<file path="src/rtl/keypad_entry_ctrl.sv">
// Keypad entry controller: edits a BCD entry buffer from key events and
// presents committed numbers over valid/ready. Optional idle auto-clear: KEYPAD_ENTRY_TIMEOUT_EN.
module keypad_entry_ctrl #(
    parameter int DIGITS         = 4,
    parameter int TIMEOUT_CYCLES = 50_000_000
) (
    input  logic                         clk,
    input  logic                         reset,
    input  logic [3:0]                   key_value,
    input  logic                         key_trig,
    output logic [DIGITS*4-1:0]          disp,
    output logic [$clog2(DIGITS+1)-1:0]  disp_count,
    output logic [DIGITS*4-1:0]          out_data,
    output logic [$clog2(DIGITS+1)-1:0]  out_count,
    output logic                         out_valid,
    input  logic                         out_ready,
    output logic                         overflow,
    output logic                         busy,
    output logic [1:0]                   fsm_state
);

    localparam int W  = DIGITS * 4;
    localparam int CW = $clog2(DIGITS + 1);
    localparam logic [CW-1:0] CNT_MAX = CW'(DIGITS);
    localparam logic [CW-1:0] CNT_ONE = CW'(1);

    localparam logic [1:0] IDLE   = 2'd0;
    localparam logic [1:0] ENTRY  = 2'd1;
    localparam logic [1:0] COMMIT = 2'd2;

    localparam logic [3:0] KEY_ENTER = 4'hA;
    localparam logic [3:0] KEY_BACK  = 4'hB;
    localparam logic [3:0] KEY_CLEAR = 4'hC;

    logic [1:0]   state;
    logic         trig_q;
    logic         key_event;
    logic         is_digit;
    logic         full;
    logic         timeout;
    logic [W-1:0] disp_shl;

    // A held key produces exactly one event; trig_q resets low so a key held
    // through reset yields one event on the first cycle after release.
    assign key_event = key_trig && !trig_q;
    assign is_digit  = (key_value <= 4'd9);
    assign full      = (disp_count == CNT_MAX);
    assign disp_shl  = (disp << 4) | W'(key_value);
    assign fsm_state = state;

`ifdef KEYPAD_ENTRY_TIMEOUT_EN
    localparam int TW = $clog2(TIMEOUT_CYCLES + 1);
    logic [TW-1:0] idle_cnt;

    // Expiry is suppressed by a coincident key event; the event restarts the count.
    assign timeout = (state == ENTRY) && !key_event &&
                     (idle_cnt == TW'(TIMEOUT_CYCLES - 1));

    always_ff @(posedge clk or posedge reset) begin
        if (reset) begin
            idle_cnt <= '0;
        end else if (state != ENTRY || key_event || timeout) begin
            idle_cnt <= '0;
        end else begin
            idle_cnt <= idle_cnt + TW'(1);
        end
    end
`else
    assign timeout = 1'b0;
`endif

    // Output handshake: out_data/out_count are held stable while out_valid is
    // high; a transfer occurs on any rising edge where out_valid && out_ready.
    // out_ready without out_valid is ignored.
    always_ff @(posedge clk or posedge reset) begin
        if (reset) begin
            state      <= IDLE;
            trig_q     <= 1'b0;
            disp       <= '0;
            disp_count <= '0;
            out_data   <= '0;
            out_count  <= '0;
            out_valid  <= 1'b0;
            overflow   <= 1'b0;
            busy       <= 1'b0;
        end else begin
            trig_q   <= key_trig;
            overflow <= 1'b0;
            case (state)
                IDLE: begin
                    if (key_event && is_digit) begin
                        disp       <= disp_shl;
                        disp_count <= CNT_ONE;
                        state      <= ENTRY;
                    end
                end
                ENTRY: begin
                    if (key_event) begin
                        if (is_digit) begin
                            if (full) begin
                                overflow <= 1'b1;
                            end else begin
                                disp       <= disp_shl;
                                disp_count <= disp_count + CNT_ONE;
                            end
                        end else begin
                            case (key_value)
                                KEY_ENTER: begin
                                    out_data  <= disp;
                                    out_count <= disp_count;
                                    out_valid <= 1'b1;
                                    busy      <= 1'b1;
                                    state     <= COMMIT;
                                end
                                KEY_BACK: begin
                                    disp       <= disp >> 4;
                                    disp_count <= disp_count - CNT_ONE;
                                    if (disp_count == CNT_ONE) begin
                                        state <= IDLE;
                                    end
                                end
                                KEY_CLEAR: begin
                                    disp       <= '0;
                                    disp_count <= '0;
                                    state      <= IDLE;
                                end
                                default: begin
                                end
                            endcase
                        end
                    end else if (timeout) begin
                        disp       <= '0;
                        disp_count <= '0;
                        state      <= IDLE;
                    end
                end
                COMMIT: begin
                    // Keys are dropped here, even one coincident with the transfer.
                    if (out_valid && out_ready) begin
                        out_valid  <= 1'b0;
                        busy       <= 1'b0;
                        disp       <= '0;
                        disp_count <= '0;
                        state      <= IDLE;
                    end
                end
                default: begin
                    state <= IDLE;
                end
            endcase
        end
    end

endmodule

</file>
<file path="config.mk">
export PLATFORM = sky130hd
export DESIGN_NAME = keypad_entry_ctrl
export DESIGN_NICKNAME = d
export VERILOG_FILES = /design/src/rtl/keypad_entry_ctrl.sv
export SDC_FILE = /design/constraint.sdc
export NUM_CORES = 1
export LEC_CHECK = 0
export ABC_AREA = 1
export CAP_MARGIN = 40
export CORE_AREA = 2 2 93 112
export DETAILED_ROUTE_END_ITERATION = 6
export DIE_AREA = 0 0 95 114
export SLEW_MARGIN = 20
export SYNTH_ARGS = -nofsm -noshare
export SYNTH_HDL_FRONTEND = slang
export SYNTH_SLANG_ARGS = --single-unit
export TNS_END_PERCENT = 10
</file>
<file path="constraint.sdc">
create_clock -name clk -period 1.97 [get_ports clk]
set_clock_uncertainty 0.1 [all_clocks]
set_input_delay 0.394 -clock clk [delete_from_list [all_inputs] [get_ports clk]]
set_output_delay 0.394 -clock clk [all_outputs]
set_load 0.05 [all_outputs]
</file>
Word level (Yosys, flattened, before mapping). Index checks and enable logic that the tools add are counted.

Bits in registers: 43. Bits of input ports: 8.

Add/subtract/negate cells: 2. Magnitude comparators: 1. Eq/ne operators: 16. Multiplexer cells: 30. Bitwise logic cells: 2. Reduce and logical (&&, ||, !) cells: 11.

Operators by type and width (count): 16-bit 2-to-1 mux (5); 16-bit case mux with 3 select lines (1); 16-bit case mux with 2 select lines (1); 16-bit by 4-bit OR with 16-bit output (1); 3-bit 2-to-1 mux (5); 4-bit equality test, second input constant (3); 2-bit case mux with 3 select lines (2); 6-bit AND reduction (2); 2-bit 2-to-1 mux (5); 3-bit case mux with 3 select lines (1); 1-bit 2-to-1 mux (8); 2-bit != test, second input constant (4); 3-bit != test, second input constant (2); 3-bit case mux with 2 select lines (1); 5-bit AND reduction (1); 4-bit less-or-equal comparator, second input constant (1); 4-bit by 1-bit != test with 1-bit output, second input constant (1); 4-bit by 2-bit != test with 1-bit output, second input constant (1); 4-bit AND reduction (1); 3-bit by 1-bit adder with 3-bit output, second input constant (1); 3-bit by 1-bit equality test with 1-bit output, second input constant (1); 3-bit equality test, second input constant (1); 1-bit logical AND (3); 3-bit nonzero test (1); 9 further kinds (9).

Depth between registers and ports, before layout. Gate-level depths: netlist of the first run.

Depth in word-level cells: 6. Mapped depth: 11. Depth with buffers taken out: 11.

Worst setup path after synthesis of the first run. No wires, ideal clock.

Kind: register to register. From: reg state[0], in the netlist fsm_state[0]. To: reg disp[5]. Data arrival time: 1.832 ns. Data required time: 1.752 ns. Setup slack: -0.079 ns. Stages on the path, launching flop included: 12. Cells stage by stage: dfrtp_1 inv_1 ha_1 nand2_1 inv_1 nor2_1 inv_1 nor2_8 nand2_8 buf_12 nand2_2 nand2_1.

Cells in the longest elaborated chain, start to end: 3.

Ends and longest elaborated chain: start, declared (RTL line 35) `logic [1:0] state;`; start signal, assigned (RTL line 77) `state <= IDLE;`; start signal, assigned (RTL line 94) `state <= ENTRY;`; start signal, assigned (RTL line 113) `state <= COMMIT;`; 2-bit by 1-bit equality test with 1-bit output, or another cell as far along (RTL line 89) `case (state)`; 4-bit by 2-bit != test with 1-bit output (no line), or another cell as far along; 6-bit AND reduction (no line); end signal, assigned (RTL line 92) `disp <= disp_shl;`; end signal, assigned (RTL line 103) `disp <= disp_shl;`; end signal, assigned (RTL line 116) `disp <= disp >> 4;`; end, declared (RTL line 11) `output logic [DIGITS*4-1:0] disp,`.

Parallel ways exist; a longest one is shown, timed or not. A chain may end at the register's enable or synchronous reset.

Final worst setup path of the first run.
From: in key_value[1]. To: reg disp[1].

Cells in the longest elaborated chain, start to end: 5.

Ends and longest elaborated chain: start, declared (RTL line 9) `input logic [3:0] key_value,`; 4-bit equality test or 16-bit by 4-bit OR with 16-bit output (tied branches) (RTL line 107, 48); 16-bit case mux with 2 select lines or 16-bit 2-to-1 mux (tied branches) (RTL line 107, 100); 16-bit 2-to-1 mux (RTL line 99) `if (is_digit) begin`; 16-bit 2-to-1 mux (RTL line 98) `if (key_event) begin`; 16-bit case mux with 3 select lines (RTL line 89).

Parallel ways exist; a longest one is shown, timed or not. The select of a mux whose other input is x is not followed.

==> impl_results.md, run 1 <==
- Status: finished clean
- Net count, final: 394
- Switch share: 47.27%
- Tmin final: 1.801 ns
- Slowest-stage cell, CP: clkdlybuf4s50_1
- Slew headroom: 72.90%
- CTS tree: built
- Initial antenna violation count: 0
- Post-route cell area: 3214 µm²
- Max incr delay on CP: 0.53 ns
- Post-place instance area: 3020 µm²
- CTS Buf Count: 5
- CP startpoint kind: input pin
- Post-Route WL: 5.926 mm
- Least-Margin Pin Slew: 0.4066 ns
- TritonRoute pass-1 iters: 4
- NetSw: 2374 µW
- Post-route DRC: 0
- Mapped Area: 2382 µm²
- Routed wl met2: 2.926 mm
- Core area: 9859 µm²
- Worst EP arrival: 1.92 ns
- Clk Latency, worst-skew pair: 0.28 ns
- Synthesized area per cell: 7.636 µm²
- First-pass GRT wire length: 9.901 mm
- Non-filler instance count after layout: 505
- Syn nets: 328
- Met3 Routed Length: 226 µm
- Routed vias: 2115
- Peak VDD IR: 0.6416 mV
- Fin crit share: 91.42%
- PD cells: 1562 nW/µm²
- Synth unique cells: 28
- Critical path peak fanout: 19
- Clk sinks: 43
- ANT cells: 0
- Cts repair resizes: 0
- Worst min-delay path category: in -> async
- Crit path top cell by count: nand2_1
- GP Congestion: 0.8242
- Maximum buffer depth of the clock tree: 2
- Vias in the first global route: 2059
- Commonest non-fill, non-tap cells in the layout: nand2_1, buf_4, dfrtp_1
- Sequential group share of total power: 27.5%
- Leading cell type in the layout, fill and taps excluded: nand2_1
- P_int: 2648 µW
- Crit path cell chain: clkdlybuf4s50_1, o21ai_2, nand3b_1, nand2_2, inv_4, nand2_8, nand2_1, nand2_1
- H-tree levels: 2
- Fin. max-slew vios: 0
- Seq/Total Area, Yosys: 45.17%
- Routed WL per cell: 11.73 µm
- Hold Fails Final Rpt: 0
- Cell family with most CP delay: simple AND/OR/NAND/NOR gates
- Reg clk slew, reported paths: 0.06 ns
- Vias per cell: 4.188
- Number of max-cap violations: 0
- Synthesis warning total: 0
- CTS root buf: clkbuf_16
- Initial Util: 24.16%
- Clock network fraction of total power: 21.4%
- Unrepaired setup endpoints after global routing: false
- I/O pins: 51
- Top layer reached by signal wires: met4
- Leak pwr: 0.001730 µW
- Dpl cells: 497
- All-Layer GR Usage: 11.65%
- DP HPWL: 4.420 mm
- PortBufs: 50
- Cells after Synth: 312
- Fin Setup TNS: 0 ns
- Die X: 95 µm
- FILL cells: 1036
- FMAX: 0.5553 GHz
- Full die area: 10830 µm²
- Synth Register Bits: 43
- M1 wire length: 2.681 mm
- Post-CTS Repair Setup Buffers: 0
- ANT nets after route: 0
- Share of cells above drive strength 1: 25.33%
- Kind of critical path: in -> reg
- Num rows: 40
- Critical Path Sink Type: flop
- Iter 0 DRT Violations: 95
- Combinational share of power: 51.1%
- Chip Height: 114 µm
- Total gr overflow: 0
- Post-cts hold buffer count: 0
- Critical Path RT: 2.09 ns
- Crit path buf inv count: 2
- Setup Viol. Count Final: 0
- Largest net degree at the start of global routing: 39
- Layout area overhead: 34.93%
- WHS: 0.3332 ns
-- flip-flops by register name, indices dropped and copies added (netlist names) --
register,cells
disp,16
out_data,16
disp_count,3
out_count,3
fsm_state,2
busy,1
overflow,1
trig_q,1
-- per-stage QoR --
stage          worst slack [ns]  power, µW  utilization, %
2_1_floorplan           0.02936       3238               -
3_3_place_gp            -0.1751       3943           30.63
3_5_place_dp            -0.2938       3976           30.63
4_1_cts                 0.02757       5083           32.55
5_1_grt                 0.04706       5399           32.60
6_report                 0.1691       5022           32.60
-- power groups by stage --
stage               registers, µW  clock network [µW]  logic [µW]
floorplan                    2060                   0        1180
global route                 1420                1140        2830
detailed placement           1410                   0        2570
CTS                          1390                1110        2580
global placement             1400                   0        2540
finish                       1380                1070        2570
-- final timing paths --
| path | startpoint | endpoint | slack, ns | depth (start not counted) |
|---|---|---|---|---|
| min in group clk | out_data[15]$_DFFE_PP0P_ | out_data[15]$_DFFE_PP0P_ | 0.39 | 2 |
| max in group asynchronous | reset | disp_count[0]$_DFFE_PP0P_ | 1.02 | 3 |
| setup reg to reg | fsm_state[1]$_DFFE_PP0P_ | disp[15]$_DFFE_PP0P_ | 0.18 | 9 |
| hold / removal | reset | out_data[5]$_DFFE_PP0P_ | 0.33 | 3 |
| hold reg to reg | out_data[15]$_DFFE_PP0P_ | out_data[15]$_DFFE_PP0P_ | 0.39 | 2 |
| setup / recovery | key_value[1] | disp[1]$_DFFE_PP0P_ | 0.17 | 8 |
-- metal layers --
metal | up-vias | global-route usage (%)
met1 | 974 | 14.36
met2 | 47 | 20.28
met4 | 0 | 3.768
met5 | - | 0
li1 | 1086 | -
met3 | 8 | 2.246
-- kinds of logic after synthesis --
logic type,synth area share (%)
adder cells (fa/ha/maj),4.202
XOR/XNOR,0.3677
AO/OA/AOI/OAI,5.410
AND/OR/NAND/NOR,34.45
flip-flops,45.17
buffers and inverters,10.40
-- worst reg2reg max path, cell delays in order (launching register included) --
cell	delay, ns
dfrtp_2	0.43
inv_1	0.08
ha_1	0.21
buf_4	0.19
nand3_2	0.14
nor2_4	0.19
nor2_8	0.06
buf_4	0.15
nand3_1	0.07
nand2_1	0.06
-- cell usage after synthesis (all sizes together) --
master	instances	area, µm²
nand3	21	110.1
clkinv	1	3.750
nor2	23	115.1
xnor2	1	8.760
nand3b	1	7.510
nand4	4	25.02
clkbuf	2	7.510
nand2	133	563.0
inv	42	160.1
buf	8	76.32
a21oi	3	15.01
ha	8	100.1
dfrtp	43	1076
o21ai	22	113.9
-- layout make-up --
class	count	area, µm²	share of cell area [%]
clock inverters	2	60.06	1.868
inverters	43	163.9	5.099
well taps	126	157.7	4.905
clock buffers	6	128.9	4.009
repair buffers	69	560.5	17.44
flip-flops and latches	43	1080	33.59
multi-input cells	216	1064	33.09
Power figures use the tool's default switching activity.
==> run 2: changes to the inputs <==
--- a/config.mk
+++ b/config.mk
@@ -10,6 +10,7 @@
 export CORE_AREA = 2 2 93 112
 export DETAILED_ROUTE_END_ITERATION = 6
 export DIE_AREA = 0 0 95 114
+export SETUP_SLACK_MARGIN = 0.4
 export SLEW_MARGIN = 20
 export SYNTH_ARGS = -nofsm -noshare
 export SYNTH_HDL_FRONTEND = slang
==> impl_results.md, run 2 (same netlist as run 1, synthesis figures left out) <==
- Status: finished clean
- Crit path cell chain: inv_4, ha_4, nand3_4, nor2_4, nor2_8, buf_12, buf_12, nand3_1, nand2_1
- Cell family with most CP delay: simple AND/OR/NAND/NOR gates
- Fin. max-slew vios: 0 (unchanged)
- Worst min-delay path category: in -> async
- Critical path peak fanout: 8 (-11)
- Top Registers: disp (16), out_data (16)
- Clk Latency, worst-skew pair: 0.29 ns (about the same)
- All-Layer GR Usage: 12.28% (+0.63 points)
- Chip Height: 114 µm (unchanged)
- Kind of critical path: reg -> reg
- Crit path buf inv count: 3 (+1)
- Unrepaired setup endpoints after global routing: true
- Leak pwr: 0.001865 µW (+7.8%)
- Slew headroom: 81.63% (+8.7 points)
- Iter 0 DRT Violations: 118 (+24%)
- PortBufs: 50 (unchanged)
- Post-route DRC: 0 (unchanged)
- First-pass GRT wire length: 10.46 mm (+5.6%)
- Slowest-stage cell, CP: dfrtp_2
- Non-filler instance count after layout: 528 (+4.6%)
- Max incr delay on CP: 0.46 ns (-0.07 ns)
- Die X: 95 µm (unchanged)
- Leading cell type in the layout, fill and taps excluded: nand2_1
- I/O pins: 51 (unchanged)
- Post-Route Utilization: 36.10% (+3.5 points)
- Post-cts hold buffer count: 0 (unchanged)
- ANT cells: 0 (unchanged)
- CTS Buf Count: 5 (unchanged)
- Routed vias: 2229 (+5.4%)
- Share of cells above drive strength 1: 34.58% (+9.2 points)
- Peak VDD IR: 0.8687 mV (+35%)
- H-tree levels: 2 (unchanged)
- CTS root buf: clkbuf_16
- FILL cells: 1010 (-2.5%)
- Total gr overflow: 0 (unchanged)
- Net count, final: 417 (+5.8%)
- Hold Fails Final Rpt: 0 (unchanged)
- Dpl cells: 501 (+0.80%)
- Core area: 9859 µm² (unchanged)
- DP HPWL: 4.282 mm (-3.1%)
- Maximum buffer depth of the clock tree: 2 (unchanged)
- TritonRoute pass-1 iters: 4 (unchanged)
- Vias in the first global route: 2165 (+5.1%)
- Fin crit share: 84.97% (-6.4 points)
- Full die area: 10830 µm² (unchanged)
- Commonest non-fill, non-tap cells in the layout: nand2_1, buf_4, dfrtp_1
- ANT nets after route: 0 (unchanged)
- GP Congestion: 0.7803 (-5.3%)
- Post-Route WL: 6.346 mm (+7.1%)
- PD cells: 1535 nW/µm² (-1.7%)
- Critical Path Sink Type: flop
- Setup Viol. Count Final: 0 (unchanged)
- Num rows: 40 (unchanged)
- Critical Path RT: 2.05 ns (-0.04 ns)
- Reg clk slew, reported paths: 0.07 ns (about the same)
- CP startpoint kind: flop
- Tmin final: 1.674 ns (-0.1269 ns)
- Layout area overhead: 49.42%
- Worst EP arrival: 1.76 ns (-0.16 ns)
- Vias per cell: 4.222 (+0.80%)
- CTS tree: built
- Initial Util: 24.16% (unchanged)
- Largest net degree at the start of global routing: 44 (+13%)
- FMAX: 0.5974 GHz (+7.6%)
- Crit path top cell by count: buf_12
- Routed WL per cell: 12.02 µm (+2.4%)
- Number of max-cap violations: 0 (unchanged)
- Clk sinks: 43 (unchanged)
- Least-Margin Pin Slew: 0.2768 ns (-0.1298 ns)
- Initial antenna violation count: 0 (unchanged)
[run 2: cell types whose count changed in the layout (fill, tap and decap cells not counted), moves of 5 or more]
cell	before	now
buf_12	2	7
buf_4	60	73
inv_1	39	33
inv_2	1	6
[run 2: area by class of cell]
cell class	instances	area, µm²	area share, %
Clock inverter	3	46.29	1.301
Clock buffer	5	125.1	3.515
Inverter	43	171.4	4.815
Multi-Input combinational cell	219	1202	33.78
Tap cell	126	157.7	4.429
Sequential cell	43	1081	30.37
Timing Repair Buffer	89	775.7	21.79
[run 2: through the flow]
step           hold WS, ns  setup slack [ns]  area (µm²)  total power [µW]  TNS [ns]
3_5_place_dp        0.3777           -0.2352        3104              4019    -5.504
6_report            0.3665            0.2960        3560              5465         0
3_3_place_gp        0.3663           -0.1949        3104              3991    -4.105
5_1_grt             0.4048            0.2288        3560              5840         0
2_1_floorplan       0.3254            0.1945        2412              3265         0
4_1_cts             0.3780            0.3408        3490              5371         0
[run 2: power breakdown]
part / total, µW / switching (µW) / internal (µW)
registers: 1370 / 266 / 1100
logic: 3130 / 1980 / 1140
clock network: 969 / 366 / 603
[run 2: worst paths after layout]
kind,startpoint,end,slack (ns),cells past startpoint
max in group asynchronous,reset,fsm_state[1]$_DFFE_PP0P_,1.17,3
min in group clk,out_data[11]$_DFFE_PP0P_,out_data[11]$_DFFE_PP0P_,0.39,2
hold / removal,reset,out_data[1]$_DFFE_PP0P_,0.37,3
setup / recovery,fsm_state[1]$_DFFE_PP0P_,disp[15]$_DFFE_PP0P_,0.30,9
hold reg to reg,out_data[11]$_DFFE_PP0P_,out_data[11]$_DFFE_PP0P_,0.39,2
setup reg to reg,fsm_state[1]$_DFFE_PP0P_,disp[15]$_DFFE_PP0P_,0.30,9
[run 2: per-layer routing]
metal	part of all wire [%]	vias to the layer above	GRT usage [%]	wire length, µm
met4	1.1	0	3.188	68
met1	44	1036	14.67	2776
met2	51	48	22.22	3233
li1	-	1137	-	-
met5	0	-	0	0
met3	4.2	8	2.444	267
[run 2: worst reg2reg max path, cell delays in order (launching register included)]
cell	delay (ns)
dfrtp_2	0.46
inv_4	0.09
ha_4	0.19
nand3_4	0.11
nor2_4	0.17
nor2_8	0.07
buf_12	0.13
buf_12	0.13
nand3_1	0.08
nand2_1	0.05
[run 2: timing repair]
item,4_1_cts,5_1_grt
gates resized for setup,23,6
setup buffers,11,5
endpoints found under the setup margin,42,43
pin swaps,15,6
cloned,3,0
